--- config.mk ---
export PLATFORM = sky130hd
export DESIGN_NAME = simon_host_if
export DESIGN_NICKNAME = d
export VERILOG_FILES = /design/src/rtl/simon_host_if.sv
export SDC_FILE = /design/constraint.sdc
export NUM_CORES = 1
export LEC_CHECK = 0
export ABC_AREA = 0
export CORE_MARGIN = 2
export CORE_UTILIZATION = 30
export CTS_BUF_LIST = sky130_fd_sc_hd__clkbuf_8
export DETAILED_ROUTE_END_ITERATION = 6
export GPL_ROUTABILITY_DRIVEN = 0
export PLACE_DENSITY = 0.55
export RECOVER_POWER = 50
export SYNTH_ARGS = -nofsm -noshare
export SYNTH_HDL_FRONTEND = slang
export SYNTH_SLANG_ARGS = --single-unit
--- constraint.sdc ---
create_clock -name clk -period 2.1 [get_ports clk]
set_clock_uncertainty 0.1 [all_clocks]
set_input_delay 0.21 -clock clk [delete_from_list [all_inputs] [get_ports clk]]
set_output_delay 0.21 -clock clk [all_outputs]
set_load 0.03 [all_outputs]
--- src/rtl/simon_host_if.sv ---
`default_nettype none
// ============================================================================
// Module   : simon_host_if
// Purpose  : Parallel valid/ready host wrapper around a bit-serial SIMON core:
//            serialises key and plaintext, waits out the core, collects the ct.
// Revision : 1.0
// ============================================================================
module simon_host_if #(
    parameter int KEY_W      = 128,
    parameter int BLOCK_W    = 64,
    parameter int RUN_CYCLES = 1408
) (
    input  logic               clk,
    input  logic               rst_n,
    input  logic [KEY_W-1:0]   key_in,
    input  logic               key_valid,
    output logic               key_ready,
    input  logic [BLOCK_W-1:0] pt_in,
    input  logic               pt_valid,
    output logic               pt_ready,
    output logic [BLOCK_W-1:0] ct_out,
    output logic               ct_valid,
    input  logic               ct_ready,
    output logic               busy,
    output logic               data_in,
    output logic [1:0]         data_rdy,
    input  logic               cipher_out
);

    localparam int MAX_KB = (KEY_W > BLOCK_W) ? KEY_W : BLOCK_W;
    localparam int MAX_N  = (MAX_KB > RUN_CYCLES) ? MAX_KB : RUN_CYCLES;
    localparam int CNT_W  = $clog2(MAX_N + 1);
    localparam logic [CNT_W-1:0] KEY_LAST = CNT_W'(KEY_W - 1);
    localparam logic [CNT_W-1:0] BLK_LAST = CNT_W'(BLOCK_W - 1);
    localparam logic [CNT_W-1:0] RUN_LAST = CNT_W'(RUN_CYCLES - 1);

    typedef enum logic [2:0] {
        S_IDLE     = 3'd0,
        S_LOAD_KEY = 3'd1,
        S_LOAD_PT  = 3'd2,
        S_RUN      = 3'd3,
        S_CAPTURE  = 3'd4,
        S_HOLD     = 3'd5
    } state_t;

    state_t             state_q, state_d;
    logic [CNT_W-1:0]   cnt_q, cnt_d;
    logic               key_loaded_q, key_loaded_d;
    logic [KEY_W-1:0]   key_sr_q, key_sr_d;
    logic [BLOCK_W-1:0] pt_sr_q, pt_sr_d;
    logic [BLOCK_W-1:0] ct_sr_q, ct_sr_d;
    logic [BLOCK_W-1:0] ct_out_q, ct_out_d;
    logic               data_in_q, data_in_d;
    logic [1:0]         data_rdy_q, data_rdy_d;
    logic               ct_valid_q, ct_valid_d;
    logic               busy_q, busy_d;
    logic               key_ready_q, key_ready_d;

    always_comb begin
        state_d      = state_q;
        cnt_d        = cnt_q + CNT_W'(1);
        key_loaded_d = key_loaded_q;
        key_sr_d     = key_sr_q;
        pt_sr_d      = pt_sr_q;
        ct_sr_d      = ct_sr_q;
        ct_out_d     = ct_out_q;

        unique case (state_q)
            S_IDLE: begin
                cnt_d = '0;
                if (key_valid && key_ready_q) begin
                    key_sr_d = key_in;
                    state_d  = S_LOAD_KEY;
                end else if (pt_valid && pt_ready) begin
                    pt_sr_d = pt_in;
                    state_d = S_LOAD_PT;
                end
            end
            S_LOAD_KEY: begin
                // Rotate rather than shift so the key is intact after the load.
                key_sr_d = {key_sr_q[0], key_sr_q[KEY_W-1:1]};
                if (cnt_q == KEY_LAST) begin
                    key_loaded_d = 1'b1;
                    cnt_d        = '0;
                    state_d      = S_IDLE;
                end
            end
            S_LOAD_PT: begin
                pt_sr_d = {1'b0, pt_sr_q[BLOCK_W-1:1]};
                if (cnt_q == BLK_LAST) begin
                    cnt_d   = '0;
                    state_d = S_RUN;
                end
            end
            S_RUN: begin
                if (cnt_q == RUN_LAST) begin
                    cnt_d   = '0;
                    state_d = S_CAPTURE;
                end
            end
            S_CAPTURE: begin
                // First serial bit lands in ct bit 0 after BLOCK_W shifts.
                ct_sr_d = {cipher_out, ct_sr_q[BLOCK_W-1:1]};
                if (cnt_q == BLK_LAST) begin
                    cnt_d    = '0;
                    ct_out_d = ct_sr_d;
                    state_d  = S_HOLD;
                end
            end
            S_HOLD: begin
                cnt_d = '0;
                if (ct_ready) begin
                    state_d = S_IDLE;
                end
            end
            default: begin
                cnt_d   = '0;
                state_d = S_IDLE;
            end
        endcase

        // Outputs are decoded from the next state so they come straight off flops.
        data_rdy_d = 2'b00;
        data_in_d  = 1'b0;
        case (state_d)
            S_LOAD_KEY: begin
                data_rdy_d = 2'b01;
                data_in_d  = key_sr_d[0];
            end
            S_LOAD_PT: begin
                data_rdy_d = 2'b10;
                data_in_d  = pt_sr_d[0];
            end
            S_RUN, S_CAPTURE: data_rdy_d = 2'b11;
            default: ;
        endcase
        busy_d      = (state_d != S_IDLE);
        key_ready_d = (state_d == S_IDLE);
        ct_valid_d  = (state_d == S_HOLD);
    end

    always_ff @(posedge clk or negedge rst_n) begin
        if (!rst_n) begin
            state_q      <= S_IDLE;
            cnt_q        <= '0;
            key_loaded_q <= 1'b0;
            key_sr_q     <= '0;
            pt_sr_q      <= '0;
            ct_sr_q      <= '0;
            ct_out_q     <= '0;
            data_in_q    <= 1'b0;
            data_rdy_q   <= 2'b00;
            ct_valid_q   <= 1'b0;
            busy_q       <= 1'b0;
            key_ready_q  <= 1'b1;
        end else begin
            state_q      <= state_d;
            cnt_q        <= cnt_d;
            key_loaded_q <= key_loaded_d;
            key_sr_q     <= key_sr_d;
            pt_sr_q      <= pt_sr_d;
            ct_sr_q      <= ct_sr_d;
            ct_out_q     <= ct_out_d;
            data_in_q    <= data_in_d;
            data_rdy_q   <= data_rdy_d;
            ct_valid_q   <= ct_valid_d;
            busy_q       <= busy_d;
            key_ready_q  <= key_ready_d;
        end
    end

    // pt_ready must drop in the same cycle key_valid rises, so it stays combinational.
    assign pt_ready  = key_ready_q & key_loaded_q & ~key_valid;
    assign key_ready = key_ready_q;
    assign ct_out    = ct_out_q;
    assign ct_valid  = ct_valid_q;
    assign busy      = busy_q;
    assign data_in   = data_in_q;
    assign data_rdy  = data_rdy_q;

endmodule
`default_nettype wire

==> results_dict.tcl, run 1 <==
set metrics [dict create \
    result_of_the_run "finished, violations left" \
    failed_checks "design-rule violations" \
    flip_flop_and_latch_count_after_synthesis 340 \
    syn2layout_area_growth_pct 35.06 \
    die_h_um 217.8 \
    synth_warnings 0 \
    yosys.area.top_type_share_pct 61.87 \
    floorplan.rows 78 \
    dp_slack_ns 0.04283 \
    worst_ep_arrival_time_ns 1.69 \
    ys_types 52 \
    final-hold-violation-count 0 \
    drt_pre_antenna_iters 7 \
    clk_pin_slew_ns 0.06 \
    start_util_pct 30.28 \
    worst_slack_ns 0.1045 \
    synth.area.top_cells "dfrtp_1, a222oi_1, mux2_2, mux2_1, inv_1" \
    total_leakage_power_nw 9.555 \
    final_design_area_no_fill_um2 18520 \
    post_synth.cell_area_avg_um2 12.70 \
    max_cap_violations 0 \
    min_period_over_period_pct 95.02 \
    floorplan.die.width_um 217.8 \
    cp_slowest_stage_delay_ns 0.72 \
    first_global_vias 10117 \
    grt-busiest-layer "met2" \
    layout-drive-gt1-share_pct 15.66 \
    cts_root_buffer "clkbuf_8" \
    globalRouteMet3Util_pct 3.026 \
    post-route-drc-count 63 \
    dpl_cell_area_um2 17380 \
    grt_antenna_before_repair 1 \
    worstSetupStartpointType "flip-flop" \
    count_of_non_filler_cells_in_the_finished_layout 2025 \
    power.ir.vdd_worst_mv 0.5178 \
    grt.total_usage_pct 14.71 \
    slowest_stage "clkdlybuf4s50_1" \
    synth.yosys.seq_area_share_pct 62.06 \
    grt_use_met1_pct 19.44 \
    drv_slew 0 \
    max_freq_mhz 501.1 \
    crit_path_cell_trace "clkdlybuf4s50_1" \
    final_nets 1579 \
    worstHoldPathCells 3 \
    dp.final_hpwl_um 23500 \
    timing.reg2reg.worst_path_depth 5 \
    dp.cells 1915 \
    fin_setup_tns_ns 0 \
    number_of_i_o_port_buffers 268 \
    synthDominantAreaCellType "dfrtp_1" \
    via_count 9869 \
    synth.net_count 1279 \
    globalRoute.totalOverflow 0 \
    hold-worst-slack_ns 0.09281 \
    postSynth.topFlopCell "dfrtp_1" \
    maximum_number_of_pins_on_one_net_before_global_route_repair 68 \
    clkSinkCount 340 \
    cts_inserted_buffers 59 \
    layout.filler_cells 4364 \
    finalCoreUtilization_pct 40.90 \
    end_kind "output port" \
    powerDensity_nw_per_um2 903.5 \
    synth_enable_flop_cells 0 \
    route.detailed.vias_per_inst 4.874 \
    clock_insertion_delay_worst_skew_ns 0.63 \
    timing.setup.critical_path_class "flip-flop to output port" \
    cp.depth 1 \
    number_of_buffer_and_inverter_stages_on_the_critical_path 1 \
    critical_path_required_ns 1.79 \
    syn-cell-area_um2 13710 \
    timing_worst_slew_pin_value_ns 1.170 \
    cts_setup_buffers 0 \
    totalPowerFinal_mw 16.73 \
    global_route_wire_length_before_repair_um 55750 \
    asr_flop_ratio_synth_pct 100.0 \
    detail_route.iter0.violations 1053 \
    clock_tree_from_tritoncts "built" \
    setup_viol 0 \
    postSynthCellCount 1080 \
    slew_headroom_pct 22.02 \
    critPathTopFamily "buffers and inverters" \
    min-delay-path-class "input port to flip-flop" \
    floorplan.die_area_um2 47430 \
    globalRouteMet2Util_pct 23.54 \
    htree_num_levels 2 \
    crit_path_max_fanout 2 \
    route.final.wire_length_um 35200 \
    drt.antenna.violating_nets 0 \
    post_drt_wl_per_cell_um 17.38 \
    rsz0062_at_grt "no" \
    fin_crit_ns 1.995 \
    clock_tree.buffer_depth 3 \
    io-pin-count 269 \
    fp.coreArea_um2 45280 \
]
## final timing paths
path,end,startpoint,slack (ns)
min in group asynchronous,cnt_q[1],rst_n,0.57
min reg2reg,pt_sr_q[25],pt_sr_q[25],0.37
max,ct_out[52],ct_out[52],0.10
min,pt_sr_q[60],pt_in[60],0.09
max in group asynchronous,key_sr_q[18],rst_n,0.28
max reg2reg,busy,cnt_q[0],0.14
## kinds of logic after synthesis
logic type	after synthesis	share of synthesized area [%]
compound gates	207	13.98
fa+ha+maj	1	0.09123
mux	128	10.50
buf+inv	214	6.889
flops	340	62.06
simple gates	181	5.904
xor+xnor	9	0.5748
## synthesized netlist by cell type (6+ instances only)
master / count
clkbuf_1: 10
buf_2: 56
mux2_1: 49
a22oi_1: 62
nor2_1: 15
inv_1: 131
buf_6: 7
nand3_1: 6
a222oi_1: 127
mux2_2: 78
nand2_1: 131
dfrtp_1: 339
## cell usage in the layout, fill, tap and decap left out, types with 4 or more instances in the layout
cell and instances:
dfrtp_1 339, xor2_1 5, a222oi_1 127, clkdlybuf4s50_1 262
buf_12 15, clkinv_2 7, nand3_1 6, inv_1 151
nand4_1 4, xnor2_1 4, mux2_1 49, nor2_1 15
nand2_1 131, clkbuf_2 5, clkbuf_8 76, buf_4 20
mux2_2 78, clkbuf_1 8, a22oi_1 62
## where the power goes
part	total (mW)	internal (mW)	leakage (nW)	switching [mW]
Sequential	7.86	7.36	4.62	0.498
Clock	6.17	3.46	0.709	2.71
Combinational	2.70	1.37	4.22	1.33
Total	16.7	12.2	9.56	4.54
## timing repair
item	CTS	global route
hold buffers	4	0
gates cloned	0	0
setup endpoints to repair	3	12
endpoints found under the hold margin	295	0
gates resized for setup	3	2
## metal layers
layer | vias to the layer above | wire length, um
met5 | - | 0
met4 | 0 | 890
met3 | 58 | 1814
met2 | 286 | 17050
met1 | 4967 | 15440
li1 | 4558 | -
## state kept, by name, summed over array words and instances, names as in the netlist
name,count
pt_sr_q,64
state_q,3
ct_out,64
ct_sr_q,63
cnt_q,11
data_in,1
ct_valid,1
key_ready,1
key_sr_q,128
busy,1
key_loaded_q,1
data_rdy,2
## area by class of cell
type / count / area [um2] / area share (%)
repair buffers: 321 / 3234 / 17.47
inverters: 132 / 495.5 / 2.675
clock buffers: 76 / 1046 / 5.648
multi-input cells: 526 / 4310 / 23.28
clock inverters: 29 / 170.2 / 0.9189
flip-flops and latches: 340 / 8509 / 45.95
diodes: 1 / 2.502 / 0.01351
well taps: 600 / 750.7 / 4.054
Power figures use the tool's default switching activity.
==> inputs of run 2 (changes only) <==
Settings changed: CAP_MARGIN set to 30.
==> results of run 2 <==
No change in the layout: final DEF, timing and power equal those of run 1.
==> inputs of run 3 (changes only) <==
==> constraint.sdc (replaced) <==
create_clock -name clk -period 2.1 [get_ports clk]
set_clock_uncertainty 0.1 [all_clocks]
set_input_delay 0.63 -clock clk [delete_from_list [all_inputs] [get_ports clk]]
set_output_delay 0.63 -clock clk [all_outputs]
set_load 0.03 [all_outputs]
==> results_dict.tcl, run 3 (synthesis gave the netlist of run 1 again) <==
set metrics [dict create \
    max_freq_mhz 442.0 \
    drt-met1-wl_um 15460 \
    detailroute.wirelength.met3_um 2023 \
    timing.setup.critical_path_class "flip-flop to output port" \
    final_nets 1584 \
    finalCoreUtilization_pct 40.63 \
    min_period_over_period_pct 107.7 \
    route.final.wire_length_um 35280 \
    start_util_pct 30.28 \
    io-pin-count 269 \
    final_design_area_no_fill_um2 18400 \
    post-route-drc-count 5 \
    failed_checks "design-rule violations, negative setup slack" \
    first_global_vias 10319 \
    clock_insertion_delay_worst_skew_ns 0.64 \
    clock_tree.buffer_depth 3 \
    worstSetupStartpointType "flip-flop" \
    largest-register "key_sr_q" \
    cts_inserted_buffers 59 \
    htree_num_levels 2 \
    worstHoldPathCells 2 \
    power.ir.vdd_worst_mv 0.5720 \
    fp.coreArea_um2 45280 \
    detailroute.wirelength.met2_um 16680 \
    slew_headroom_pct 43.92 \
    totalPowerFinal_mw 16.78 \
    grt_antenna_before_repair 1 \
    final_cell_mix "dfrtp_1, clkdlybuf4s50_1, inv_1" \
    layout-drive-gt1-share_pct 21.01 \
    largest_reg_flops 128 \
    critical_path_required_ns 1.37 \
    drt.antenna.violating_nets 0 \
    floorplan.die_area_um2 47430 \
    drt_pre_antenna_iters 7 \
    rsz0062_at_grt "yes" \
    timing.reg2reg.worst_path_depth 9 \
    result_of_the_run "finished, violations left" \
    maximum_number_of_pins_on_one_net_before_global_route_repair 75 \
    worst_slack_ns -0.1626 \
    hold-worst-slack_ns 0.3762 \
    drv_slew 0 \
    timing_worst_slew_pin_value_ns 0.8412 \
    floorplan.rows 78 \
    routed.top_layer "met4" \
    die_h_um 217.8 \
    route.detailed.vias_per_inst 4.910 \
    dpl_cell_area_um2 17450 \
    min-delay-path-class "flip-flop to flip-flop" \
    powerDensity_nw_per_um2 912.0 \
    global_route_wire_length_before_repair_um 56160 \
    mostFrequentLayoutCell "dfrtp_1" \
    syn2layout_area_growth_pct 34.17 \
    grt.total_usage_pct 14.77 \
    dp.final_hpwl_um 23620 \
    max_cap_violations 0 \
    detail_route.iter0.violations 1086 \
    cts_root_buffer "clkbuf_8" \
    floorplan.die.width_um 217.8 \
    clock_tree_from_tritoncts "built" \
    setup_viol 69 \
    final-hold-violation-count 0 \
    post_drt_wl_per_cell_um 17.43 \
    number_of_i_o_port_buffers 268 \
    worst_ep_arrival_time_ns 1.53 \
    end_kind "output port" \
    crit_path_max_fanout 2 \
    clkSinkCount 340 \
    via_count 9938 \
    globalRoute.totalOverflow 0 \
    total_leakage_power_nw 9.659 \
    clk_pin_slew_ns 0.06 \
    fin_crit_ns 2.263 \
]
run 3: layer usage:
metal	global-route usage, %	vias up
met5	0	-
met4	6.372	0
met3	2.999	70
met2	23.70	320
met1	19.38	4984
li1	-	4564
run 3: cell type report:
class / instances / area, um2
antenna: 1 / 2.502
clock inverter: 23 / 142.6
sequential: 340 / 8509
clock buffer: 76 / 1046
tap: 600 / 750.7
timing repair buffer: 326 / 3152
multi-input combinational: 526 / 4299
fill: 4321 / 26890
inverter: 132 / 495.5
run 3: worst paths after layout:
check                           slack, ns            to   startpoint
worst max-delay path                -0.16      pt_ready    key_ready
worst min-delay path                 0.38   pt_sr_q[22]  pt_sr_q[22]
worst max register to register      -0.07  key_sr_q[76]    key_ready
worst min register to register       0.38   pt_sr_q[22]  pt_sr_q[22]
max in group asynchronous            0.14   pt_sr_q[30]        rst_n
min in group asynchronous            0.56     ct_out[5]        rst_n
run 3: through the flow:
stage	TNS, ns	setup WS, ns	std cells
after CTS	-0.4020	-0.2286	2022
after global routing	-21.37	-0.2247	2024
after global placement	-46.10	-0.3068	1921
after floorplan	0	0.2454	1080
after detailed placement	-49.49	-0.3461	1921
final	-2.296	-0.1626	2024
run 3: worst max-delay path, cell delays in order, from the launching register on:
cell and delay [ns]:
dfstp_2 0.54, and3b_2 0.24, buf_12 0.13
run 3: power breakdown:
part	internal [mW]	switching, mW	leakage [nW]
combinational	1.44	1.35	4.35
sequential	7.36	0.497	4.62
clock	3.44	2.70	0.682
total	12.2	4.54	9.66
run 3: repair_timing:
item / CTS / global route
resized for setup: 288 / 11
pin swaps: 1 / 2
hold buffers: 1 / 0
endpoints found under the setup margin: 71 / 38
endpoints found under the hold margin: 35 / 0
buffers inserted: 1 / 1
